===== config.mk =====
export PLATFORM = sky130hd
export DESIGN_NAME = issue_queue_flat
export DESIGN_NICKNAME = d
export VERILOG_FILES = /design/src/rtl/issue_queue_pkg.sv /design/src/rtl/issue_queue_if.sv /design/src/rtl/issue_steer.sv /design/src/rtl/issue_queue.sv /design/src/flat_wrapper.sv
export SDC_FILE = /design/constraint.sdc
export NUM_CORES = 1
export LEC_CHECK = 0
export BUFFER_PORTS_ARGS = -buffer_cell sky130_fd_sc_hd__buf_2
export CELL_PAD_IN_SITES_DETAIL_PLACEMENT = 0
export CELL_PAD_IN_SITES_GLOBAL_PLACEMENT = 1
export CORE_MARGIN = 8
export CORE_UTILIZATION = 45
export DETAILED_ROUTE_END_ITERATION = 8
export GPL_TIMING_DRIVEN = 0
export HOLD_SLACK_MARGIN = 0.12
export PLACE_DENSITY_LB_ADDON = 0.08
export SLEW_MARGIN = 20
export SYNTH_ARGS = -nofsm -noshare
export SYNTH_HDL_FRONTEND = slang
export SYNTH_HIERARCHICAL = 1
export SYNTH_SLANG_ARGS = --single-unit

===== constraint.sdc =====
create_clock -name clock_i -period 6.2 [get_ports clock_i]
set_clock_uncertainty 0.2 [all_clocks]
set_input_delay 0.31 -clock clock_i [delete_from_list [all_inputs] [get_ports clock_i]]
set_output_delay 0.31 -clock clock_i [all_outputs]
set_load 0.01 [all_outputs]

===== src/rtl/issue_queue_pkg.sv =====
// Shared definitions for the dual-issue queue: control-bus field layout, entry format
// and the read-after-write check used by the steering logic.
package issue_queue_pkg;

  localparam int CTRL_BUS = 5;

  // Control-bus bit positions
  localparam int CTRL_REGWRITE   = 0;
  localparam int CTRL_RS1_ACTIVE = 1;
  localparam int CTRL_RS2_ACTIVE = 2;
  localparam int CTRL_ISSUE_PRI  = 3;
  localparam int CTRL_ISSUE_SLOT = 4;

  // ISSUE_SLOT encodings double as lane numbers
  localparam logic LANE0 = 1'b0;
  localparam logic LANE1 = 1'b1;

  typedef struct packed {
    logic [31:0]         inst;
    logic [CTRL_BUS-1:0] ctrl;
    logic                pred;
    logic [31:0]         pred_tgt;
  } iq_entry_t;

  // True when the younger entry reads a register the older one writes
  function automatic logic raw_dep(input iq_entry_t o, input iq_entry_t y);
    logic [4:0] rd;
    logic [4:0] rs1;
    logic [4:0] rs2;
    rd  = o.inst[11:7];
    rs1 = y.inst[19:15];
    rs2 = y.inst[24:20];
    return o.ctrl[CTRL_REGWRITE] && (rd != 5'd0) &&
           ((y.ctrl[CTRL_RS1_ACTIVE] && (rs1 == rd)) ||
            (y.ctrl[CTRL_RS2_ACTIVE] && (rs2 == rd)));
  endfunction

endpackage


===== src/rtl/issue_queue_if.sv =====
// Decode-side enqueue, issue-side dequeue and status bundle of the issue queue.
// master = decoder/environment, slave = the queue itself.
interface issue_queue_if
  import issue_queue_pkg::*;
#(
  parameter int DEPTH = 8,
  parameter int CNT_W = 32
);
  localparam int COUNT_W = $clog2(DEPTH) + 1;

  logic                flush_i;
  logic                stall_i;
  logic                enq_valid0_i, enq_valid1_i;
  logic [31:0]         enq_inst0_i, enq_inst1_i;
  logic [CTRL_BUS-1:0] enq_ctrl0_i, enq_ctrl1_i;
  logic                enq_pred0_i, enq_pred1_i;
  logic [31:0]         enq_pred_tgt0_i, enq_pred_tgt1_i;
  logic                enq_ready_o;
  logic                iss_valid0_o, iss_valid1_o;
  logic [31:0]         iss_inst0_o, iss_inst1_o;
  logic [CTRL_BUS-1:0] iss_ctrl0_o, iss_ctrl1_o;
  logic                iss_pred0_o, iss_pred1_o;
  logic [31:0]         iss_pred_tgt0_o, iss_pred_tgt1_o;
  logic                iss_older_lane_o;
  logic [COUNT_W-1:0]  count_o;
  logic [CNT_W-1:0]    dual_cnt_o, single_cnt_o;

  modport master (
    output flush_i, stall_i, enq_valid0_i, enq_valid1_i, enq_inst0_i, enq_inst1_i,
           enq_ctrl0_i, enq_ctrl1_i, enq_pred0_i, enq_pred1_i, enq_pred_tgt0_i, enq_pred_tgt1_i,
    input  enq_ready_o, iss_valid0_o, iss_valid1_o, iss_inst0_o, iss_inst1_o,
           iss_ctrl0_o, iss_ctrl1_o, iss_pred0_o, iss_pred1_o, iss_pred_tgt0_o, iss_pred_tgt1_o,
           iss_older_lane_o, count_o, dual_cnt_o, single_cnt_o
  );

  modport slave (
    input  flush_i, stall_i, enq_valid0_i, enq_valid1_i, enq_inst0_i, enq_inst1_i,
           enq_ctrl0_i, enq_ctrl1_i, enq_pred0_i, enq_pred1_i, enq_pred_tgt0_i, enq_pred_tgt1_i,
    output enq_ready_o, iss_valid0_o, iss_valid1_o, iss_inst0_o, iss_inst1_o,
           iss_ctrl0_o, iss_ctrl1_o, iss_pred0_o, iss_pred1_o, iss_pred_tgt0_o, iss_pred_tgt1_o,
           iss_older_lane_o, count_o, dual_cnt_o, single_cnt_o
  );
endinterface


===== src/rtl/issue_steer.sv =====
// Pairing and lane-steering decision for the two oldest queue entries (O older, Y younger).
// Purely combinational; the queue routes entry data using older_lane.
module issue_steer
  import issue_queue_pkg::*;
(
  input  iq_entry_t o_ent,
  input  iq_entry_t y_ent,
  input  logic      have_one,
  input  logic      have_two,
  output logic      valid0,
  output logic      valid1,
  output logic      older_lane
);
  logic o_pri, y_pri, o_slot, y_slot;
  logic dep, slot_conflict, dual;

  assign o_pri  = o_ent.ctrl[CTRL_ISSUE_PRI];
  assign y_pri  = y_ent.ctrl[CTRL_ISSUE_PRI];
  assign o_slot = o_ent.ctrl[CTRL_ISSUE_SLOT];
  assign y_slot = y_ent.ctrl[CTRL_ISSUE_SLOT];

  assign dep           = raw_dep(o_ent, y_ent);
  assign slot_conflict = o_pri && y_pri && (o_slot == y_slot);
  assign dual          = have_two && !dep && !slot_conflict;

  always_comb begin
    // NOTE: defaults on every output up front so no path leaves one unassigned (no latch).
    valid0     = 1'b0;
    valid1     = 1'b0;
    older_lane = LANE0;
    if (dual) begin
      valid0 = 1'b1;
      valid1 = 1'b1;
      if (o_pri)      older_lane = o_slot;
      else if (y_pri) older_lane = ~y_slot;
    end else if (have_one) begin
      older_lane = o_pri ? o_slot : LANE0;
      valid0     = (older_lane == LANE0);
      valid1     = (older_lane == LANE1);
    end
  end
endmodule


===== src/rtl/issue_queue.sv =====
// Dual-enqueue / dual-issue circular instruction queue with RAW and slot-aware steering.
// Optional saturating issue statistics are built when ISSUEQ_STATS_EN is defined.
module issue_queue
  import issue_queue_pkg::*;
#(
  parameter int DEPTH = 8,
  parameter int CNT_W = 32
)(
  input  logic          clock_i,
  input  logic          reset_n_i,
  issue_queue_if.slave  iq
);
  localparam int PTR_W   = $clog2(DEPTH);
  localparam int COUNT_W = PTR_W + 1;

  iq_entry_t          mem [DEPTH];
  logic [PTR_W-1:0]   head_q, tail_q, head_p1, tail_p1;
  logic [COUNT_W-1:0] count_q, count_d;
  logic               enq_ready_q;
  logic               stall_q, hold_valid_q, hold_v0_q, hold_v1_q, hold_lane_q;

  iq_entry_t enq0, enq1, o_ent, y_ent, lane0, lane1;
  logic      enq_fire, held;
  logic      st_v0, st_v1, st_lane;
  logic      iss_v0, iss_v1, iss_lane;
  logic [1:0] n_enq, n_deq;

  assign enq0 = '{inst: iq.enq_inst0_i, ctrl: iq.enq_ctrl0_i, pred: iq.enq_pred0_i,
                  pred_tgt: iq.enq_pred_tgt0_i};
  assign enq1 = '{inst: iq.enq_inst1_i, ctrl: iq.enq_ctrl1_i, pred: iq.enq_pred1_i,
                  pred_tgt: iq.enq_pred_tgt1_i};

  assign head_p1  = head_q + PTR_W'(1);
  assign tail_p1  = tail_q + PTR_W'(1);
  assign enq_fire = enq_ready_q && !iq.flush_i;
  assign n_enq    = enq_fire ? ({1'b0, iq.enq_valid0_i} + {1'b0, iq.enq_valid1_i}) : 2'd0;

  // NOTE: entry storage carries no reset; occupancy alone says which entries are live.
  always_ff @(posedge clock_i) begin
    if (enq_fire) begin
      if (iq.enq_valid0_i) mem[tail_q] <= enq0;
      if (iq.enq_valid1_i) mem[iq.enq_valid0_i ? tail_p1 : tail_q] <= enq1;
    end
  end

  assign o_ent = mem[head_q];
  assign y_ent = mem[head_p1];

  issue_steer u_steer (
    .o_ent      (o_ent),
    .y_ent      (y_ent),
    .have_one   (count_q != '0),
    .have_two   (count_q >= COUNT_W'(2)),
    .valid0     (st_v0),
    .valid1     (st_v1),
    .older_lane (st_lane)
  );

  // Once a stalled decision is on the outputs, freeze it until the stall lifts
  assign held     = iq.stall_i && stall_q && hold_valid_q;
  assign iss_v0   = held ? hold_v0_q   : st_v0;
  assign iss_v1   = held ? hold_v1_q   : st_v1;
  assign iss_lane = held ? hold_lane_q : st_lane;

  assign lane0 = iss_lane ? y_ent : o_ent;
  assign lane1 = iss_lane ? o_ent : y_ent;

  assign n_deq   = iq.stall_i ? 2'd0 : ({1'b0, iss_v0} + {1'b0, iss_v1});
  assign count_d = count_q + COUNT_W'(n_enq) - COUNT_W'(n_deq);

  // NOTE: sequential state uses non-blocking assignments only.
  always_ff @(posedge clock_i or negedge reset_n_i) begin
    if (!reset_n_i) begin
      head_q       <= '0;
      tail_q       <= '0;
      count_q      <= '0;
      enq_ready_q  <= 1'b1;
      stall_q      <= 1'b0;
      hold_valid_q <= 1'b0;
      hold_v0_q    <= 1'b0;
      hold_v1_q    <= 1'b0;
      hold_lane_q  <= 1'b0;
    end else if (iq.flush_i) begin
      head_q       <= '0;
      tail_q       <= '0;
      count_q      <= '0;
      enq_ready_q  <= 1'b1;
      stall_q      <= 1'b0;
      hold_valid_q <= 1'b0;
    end else begin
      head_q       <= head_q + PTR_W'(n_deq);
      tail_q       <= tail_q + PTR_W'(n_enq);
      count_q      <= count_d;
      enq_ready_q  <= (count_d <= COUNT_W'(DEPTH - 2));
      stall_q      <= iq.stall_i;
      hold_valid_q <= iss_v0 || iss_v1;
      hold_v0_q    <= iss_v0;
      hold_v1_q    <= iss_v1;
      hold_lane_q  <= iss_lane;
    end
  end

  assign iq.enq_ready_o      = enq_ready_q;
  assign iq.count_o          = count_q;
  assign iq.iss_valid0_o     = iss_v0;
  assign iq.iss_valid1_o     = iss_v1;
  assign iq.iss_older_lane_o = iss_lane;
  assign iq.iss_inst0_o      = lane0.inst;
  assign iq.iss_inst1_o      = lane1.inst;
  assign iq.iss_ctrl0_o      = lane0.ctrl;
  assign iq.iss_ctrl1_o      = lane1.ctrl;
  assign iq.iss_pred0_o      = lane0.pred;
  assign iq.iss_pred1_o      = lane1.pred;
  assign iq.iss_pred_tgt0_o  = lane0.pred_tgt;
  assign iq.iss_pred_tgt1_o  = lane1.pred_tgt;

`ifdef ISSUEQ_STATS_EN
  logic             dual_issue, single_issue;
  logic [CNT_W-1:0] dual_cnt_q, single_cnt_q;

  assign dual_issue   = iss_v0 && iss_v1;
  assign single_issue = iss_v0 ^ iss_v1;

  always_ff @(posedge clock_i or negedge reset_n_i) begin
    if (!reset_n_i) begin
      dual_cnt_q   <= '0;
      single_cnt_q <= '0;
    end else if (!iq.stall_i && !iq.flush_i) begin
      if (dual_issue && !(&dual_cnt_q))     dual_cnt_q   <= dual_cnt_q + CNT_W'(1);
      if (single_issue && !(&single_cnt_q)) single_cnt_q <= single_cnt_q + CNT_W'(1);
    end
  end

  assign iq.dual_cnt_o   = dual_cnt_q;
  assign iq.single_cnt_o = single_cnt_q;
`else
  assign iq.dual_cnt_o   = '0;
  assign iq.single_cnt_o = '0;
`endif

endmodule


===== src/flat_wrapper.sv =====
// flat-port wrapper written by rule: the top's interface ports become plain ports
module issue_queue_flat import issue_queue_pkg::*;
#(
  parameter int DEPTH = 8,
  parameter int CNT_W = 32
)
  (clock_i, reset_n_i, iq_flush_i, iq_stall_i, iq_enq_valid0_i, iq_enq_valid1_i, iq_enq_inst0_i, iq_enq_inst1_i, iq_enq_ctrl0_i, iq_enq_ctrl1_i, iq_enq_pred0_i, iq_enq_pred1_i, iq_enq_pred_tgt0_i, iq_enq_pred_tgt1_i, iq_enq_ready_o, iq_iss_valid0_o, iq_iss_valid1_o, iq_iss_inst0_o, iq_iss_inst1_o, iq_iss_ctrl0_o, iq_iss_ctrl1_o, iq_iss_pred0_o, iq_iss_pred1_o, iq_iss_pred_tgt0_o, iq_iss_pred_tgt1_o, iq_iss_older_lane_o, iq_count_o, iq_dual_cnt_o, iq_single_cnt_o);
  issue_queue_if #(.DEPTH(DEPTH), .CNT_W(CNT_W)) iq_i ();
  input  logic clock_i;
  input  logic reset_n_i;
  input wire logic [$bits(iq_i.flush_i)-1:0] iq_flush_i;
  input wire logic [$bits(iq_i.stall_i)-1:0] iq_stall_i;
  input wire logic [$bits(iq_i.enq_valid0_i)-1:0] iq_enq_valid0_i;
  input wire logic [$bits(iq_i.enq_valid1_i)-1:0] iq_enq_valid1_i;
  input wire logic [$bits(iq_i.enq_inst0_i)-1:0] iq_enq_inst0_i;
  input wire logic [$bits(iq_i.enq_inst1_i)-1:0] iq_enq_inst1_i;
  input wire logic [$bits(iq_i.enq_ctrl0_i)-1:0] iq_enq_ctrl0_i;
  input wire logic [$bits(iq_i.enq_ctrl1_i)-1:0] iq_enq_ctrl1_i;
  input wire logic [$bits(iq_i.enq_pred0_i)-1:0] iq_enq_pred0_i;
  input wire logic [$bits(iq_i.enq_pred1_i)-1:0] iq_enq_pred1_i;
  input wire logic [$bits(iq_i.enq_pred_tgt0_i)-1:0] iq_enq_pred_tgt0_i;
  input wire logic [$bits(iq_i.enq_pred_tgt1_i)-1:0] iq_enq_pred_tgt1_i;
  output wire logic [$bits(iq_i.enq_ready_o)-1:0] iq_enq_ready_o;
  output wire logic [$bits(iq_i.iss_valid0_o)-1:0] iq_iss_valid0_o;
  output wire logic [$bits(iq_i.iss_valid1_o)-1:0] iq_iss_valid1_o;
  output wire logic [$bits(iq_i.iss_inst0_o)-1:0] iq_iss_inst0_o;
  output wire logic [$bits(iq_i.iss_inst1_o)-1:0] iq_iss_inst1_o;
  output wire logic [$bits(iq_i.iss_ctrl0_o)-1:0] iq_iss_ctrl0_o;
  output wire logic [$bits(iq_i.iss_ctrl1_o)-1:0] iq_iss_ctrl1_o;
  output wire logic [$bits(iq_i.iss_pred0_o)-1:0] iq_iss_pred0_o;
  output wire logic [$bits(iq_i.iss_pred1_o)-1:0] iq_iss_pred1_o;
  output wire logic [$bits(iq_i.iss_pred_tgt0_o)-1:0] iq_iss_pred_tgt0_o;
  output wire logic [$bits(iq_i.iss_pred_tgt1_o)-1:0] iq_iss_pred_tgt1_o;
  output wire logic [$bits(iq_i.iss_older_lane_o)-1:0] iq_iss_older_lane_o;
  output wire logic [$bits(iq_i.count_o)-1:0] iq_count_o;
  output wire logic [$bits(iq_i.dual_cnt_o)-1:0] iq_dual_cnt_o;
  output wire logic [$bits(iq_i.single_cnt_o)-1:0] iq_single_cnt_o;
  assign iq_i.flush_i = iq_flush_i;
  assign iq_i.stall_i = iq_stall_i;
  assign iq_i.enq_valid0_i = iq_enq_valid0_i;
  assign iq_i.enq_valid1_i = iq_enq_valid1_i;
  assign iq_i.enq_inst0_i = iq_enq_inst0_i;
  assign iq_i.enq_inst1_i = iq_enq_inst1_i;
  assign iq_i.enq_ctrl0_i = iq_enq_ctrl0_i;
  assign iq_i.enq_ctrl1_i = iq_enq_ctrl1_i;
  assign iq_i.enq_pred0_i = iq_enq_pred0_i;
  assign iq_i.enq_pred1_i = iq_enq_pred1_i;
  assign iq_i.enq_pred_tgt0_i = iq_enq_pred_tgt0_i;
  assign iq_i.enq_pred_tgt1_i = iq_enq_pred_tgt1_i;
  assign iq_enq_ready_o = iq_i.enq_ready_o;
  assign iq_iss_valid0_o = iq_i.iss_valid0_o;
  assign iq_iss_valid1_o = iq_i.iss_valid1_o;
  assign iq_iss_inst0_o = iq_i.iss_inst0_o;
  assign iq_iss_inst1_o = iq_i.iss_inst1_o;
  assign iq_iss_ctrl0_o = iq_i.iss_ctrl0_o;
  assign iq_iss_ctrl1_o = iq_i.iss_ctrl1_o;
  assign iq_iss_pred0_o = iq_i.iss_pred0_o;
  assign iq_iss_pred1_o = iq_i.iss_pred1_o;
  assign iq_iss_pred_tgt0_o = iq_i.iss_pred_tgt0_o;
  assign iq_iss_pred_tgt1_o = iq_i.iss_pred_tgt1_o;
  assign iq_iss_older_lane_o = iq_i.iss_older_lane_o;
  assign iq_count_o = iq_i.count_o;
  assign iq_dual_cnt_o = iq_i.dual_cnt_o;
  assign iq_single_cnt_o = iq_i.single_cnt_o;
  issue_queue #(.DEPTH(DEPTH), .CNT_W(CNT_W)) u_core (.clock_i(clock_i), .reset_n_i(reset_n_i), .iq(iq_i));
endmodule

==> impl_metrics.env <==
export IMPL_die_h_um=300
export IMPL_syn_area_mm2=0.0364
export IMPL_worstPathRequired_ps=5690
export IMPL_cts_max_level=3
export IMPL_grt_pass1_vias=28600
export IMPL_portBuffers=292
export IMPL_dp_hpwl_um=89300
export IMPL_antenna_found_initial=11
export IMPL_die_w_um=300
export IMPL_period_share_pct=97.7
export IMPL_cp_depth=18
export IMPL_synthToLayoutAreaGrowth_pct=23.5
export IMPL_power_density_mw_per_mm2=412
export IMPL_critPathBufInv=9
export IMPL_hold_path_class="input port to flip-flop"
export IMPL_hold_path_cell_count=6
export IMPL_setup_tns_final_ps=0
export IMPL_grt_start_max_net_pins=36
export IMPL_endpoint="iq_iss_inst0_o[23]"
export IMPL_postCtsSetupBuffers=0
export IMPL_rsz0062_at_grt="no"
export IMPL_startpoint_type="flip-flop"
export IMPL_die_area_mm2=0.0902
export IMPL_slew_headroom_pct=34.1
export IMPL_numCtsBuffers=70
export IMPL_end_kind="output port"
export IMPL_num_rows=104
export IMPL_vdd_drop_max_uv=267
export IMPL_worstReg2RegStart="u_core/head_q[0]$_DFF_PN0_"
export IMPL_p_leak_nw=16.4
export IMPL_grt_usage_pct=29.3
export IMPL_drive_above_1_share_pct=42.0
export IMPL_place_gp_congestion=0.830
export IMPL_reg2reg_depth=21
export IMPL_dp_cells=4150
export IMPL_floorplan_initialDensity_pct=45.3
export IMPL_placed_area_mm2=0.0404
export IMPL_wl_per_cell_um=30.4
export IMPL_vias_per_cell=6.10
export IMPL_critPathMaxFanout=10
export IMPL_grt_ovfl_total=0
export IMPL_final_area_mm2=0.0449
export IMPL_power_switching_mw=8.00
export IMPL_ant_nets=0
export IMPL_insertion_delay_ps=610
export IMPL_finalMaxSlewViolations=0
export IMPL_yosysWarnings=6
export IMPL_grt_pass1_wl_um=194000
export IMPL_clockBufferDepth=3
export IMPL_worstReg2RegEnd="u_core/iq.enq_ready_o$_DFF_PN1_"
export IMPL_crit_family="buffers and inverters"
export IMPL_ioPinCount=358
export IMPL_p_comb_share_pct=53.8
export IMPL_num_vias=27500
export IMPL_cpPeakStageDelay_ps=590
export IMPL_root_buffer="clkbuf_16"
export IMPL_cts_tree="yes"
export IMPL_setup_viol=0
export IMPL_status="completed"
export IMPL_p_sw_share_pct=43.2
export IMPL_startpoint="u_core/head_q[0]$_DFF_PN0_"
export IMPL_p_seq_share_pct=25.1
export IMPL_drc=0
export IMPL_path_cells="clkbuf_1 > inv_1 > clkbuf_2 > clkbuf_1 > nand3_1 > nand4_1 > inv_1 > xnor2_1 > nand4_1 > o22ai_1 > a21oi_1 > mux2i_2 > buf_6 > buf_4 > clkbuf_4 > nand2_1 > o21ai_1 > buf_2"
export IMPL_crit_slowest_cell="clkbuf_1"
export IMPL_instances_no_fill=4507
export IMPL_worst_slew_pin_slew_ps=989
export IMPL_drtIter0Drc=2742
export IMPL_routed_wl_um=137000
export IMPL_cts_sinks=576
export IMPL_cp_arrival_ps=5550
export IMPL_hold_violations=0
export IMPL_pwr_share_clk_pct=21.1
export IMPL_syn_instance_count=2699
export IMPL_max_cap_viol_count=0
export IMPL_fin_crit_ps=6060
export IMPL_r2r_slack_ps=510
export IMPL_cts_clk_slew_worst_paths_ps=50
export IMPL_syn_area_per_cell_um2=13.5
export IMPL_fmax_ghz=0.165
export IMPL_firstDrtPassIters=5
export IMPL_intPower_mw=10.5
export IMPL_core_area_mm2=0.0803
export IMPL_path_class="flip-flop to output port"
export IMPL_fin_hold_ws_ps=234
export IMPL_final_net_count=3542
worst min-delay path by stage:
stage | from | end | slack (ps)
2_1_floorplan | reset_n_i | u_core/head_q[0]$_DFF_PN0_ | -190
3_3_place_gp | reset_n_i | u_core/hold_lane_q$_DFFE_PN0N_ | 40
3_5_place_dp | reset_n_i | u_core/hold_lane_q$_DFFE_PN0N_ | 60
4_1_cts | iq_enq_valid0_i | u_core/tail_q[0]$_DFF_PN0_ | 210
5_1_grt | iq_enq_valid0_i | u_core/tail_q[0]$_DFF_PN0_ | 300
6_report | iq_enq_valid0_i | u_core/tail_q[0]$_DFF_PN0_ | 230
flip-flops by register name, summed over array words and instances, names as in the netlist:
name / flops
u_core/iq.count_o: 4
u_core/iq.enq_ready_o: 1
u_core/head_q: 3
u_core/tail_q: 3
u_core/mem: 560
u_core/stall_q: 1
u_core/hold_valid_q: 1
u_core/hold_v0_q: 1
u_core/hold_lane_q: 1
u_core/hold_v1_q: 1
final cells by class:
cell class,count,area [um2]
fillers,6809,35400
multi-input cells,1865,17500
flip-flops and latches,576,17200
repair buffers,545,4590
plain buffers,291,1950
clock buffers,97,1920
well taps,1060,1330
clock inverters,33,220
inverters,30,113
diodes,10,25.0
worst reg2reg max path, delay by kind of cell (launching register included):
kind                       cells  cell delay (ps)
and+or+nand+nor                6             1010
buffers and inverters          6             1630
AOI/OAI and AO/OA              3              610
DFF                            1              410
xor gates and xnor gates       1              160
adders and majority gates      4             1280
muxes                          1              320
cells in the final DEF, fill, tap and decap left out, types with 73 or more instances in the layout:
cell type	instances
nand3_1	282
clkbuf_16	73
clkbuf_1	73
buf_4	89
buf_2	354
nand2_1	83
mux2_2	586
edfxtp_1	560
mux2i_1	281
dlygate4sd3_1	217
mux4_2	140
nor2_1	79
layer usage:
metal,routed length (um),vias to the layer above,GRT usage (%)
li1,-,11800,-
met1,53600,13900,37.3
met2,65500,1474,48.3
met3,12600,326,6.44
met4,5130,6,11.6
met5,40,-,0
power groups by stage:
stage	combinational (mW)	sequential, mW	clock [mW]
2_1_floorplan	5.68	4.70	0
3_3_place_gp	9.47	4.74	0
3_5_place_dp	9.62	4.71	0
4_1_cts	9.84	4.63	3.96
5_1_grt	10.5	4.65	4.09
6_report	9.96	4.64	3.91
through the flow:
stage | util [%] | setup WS [ps] | power (mW)
2_1_floorplan | - | -438 | 10.4
3_3_place_gp | 49.1 | -7470 | 14.2
3_5_place_dp | 50.3 | -617 | 14.3
4_1_cts | 55.8 | 4.07 | 18.4
5_1_grt | 55.9 | 39.6 | 19.3
6_report | 55.9 | 142 | 18.5
repair_timing:
item                                   4_1_cts  5_1_grt
setup endpoints to repair                  142      115
endpoints found under the hold margin      590        0
resized for setup                           42       39
hold buffers                               217        0
No activity file was read; power rests on OpenSTA's default activity.
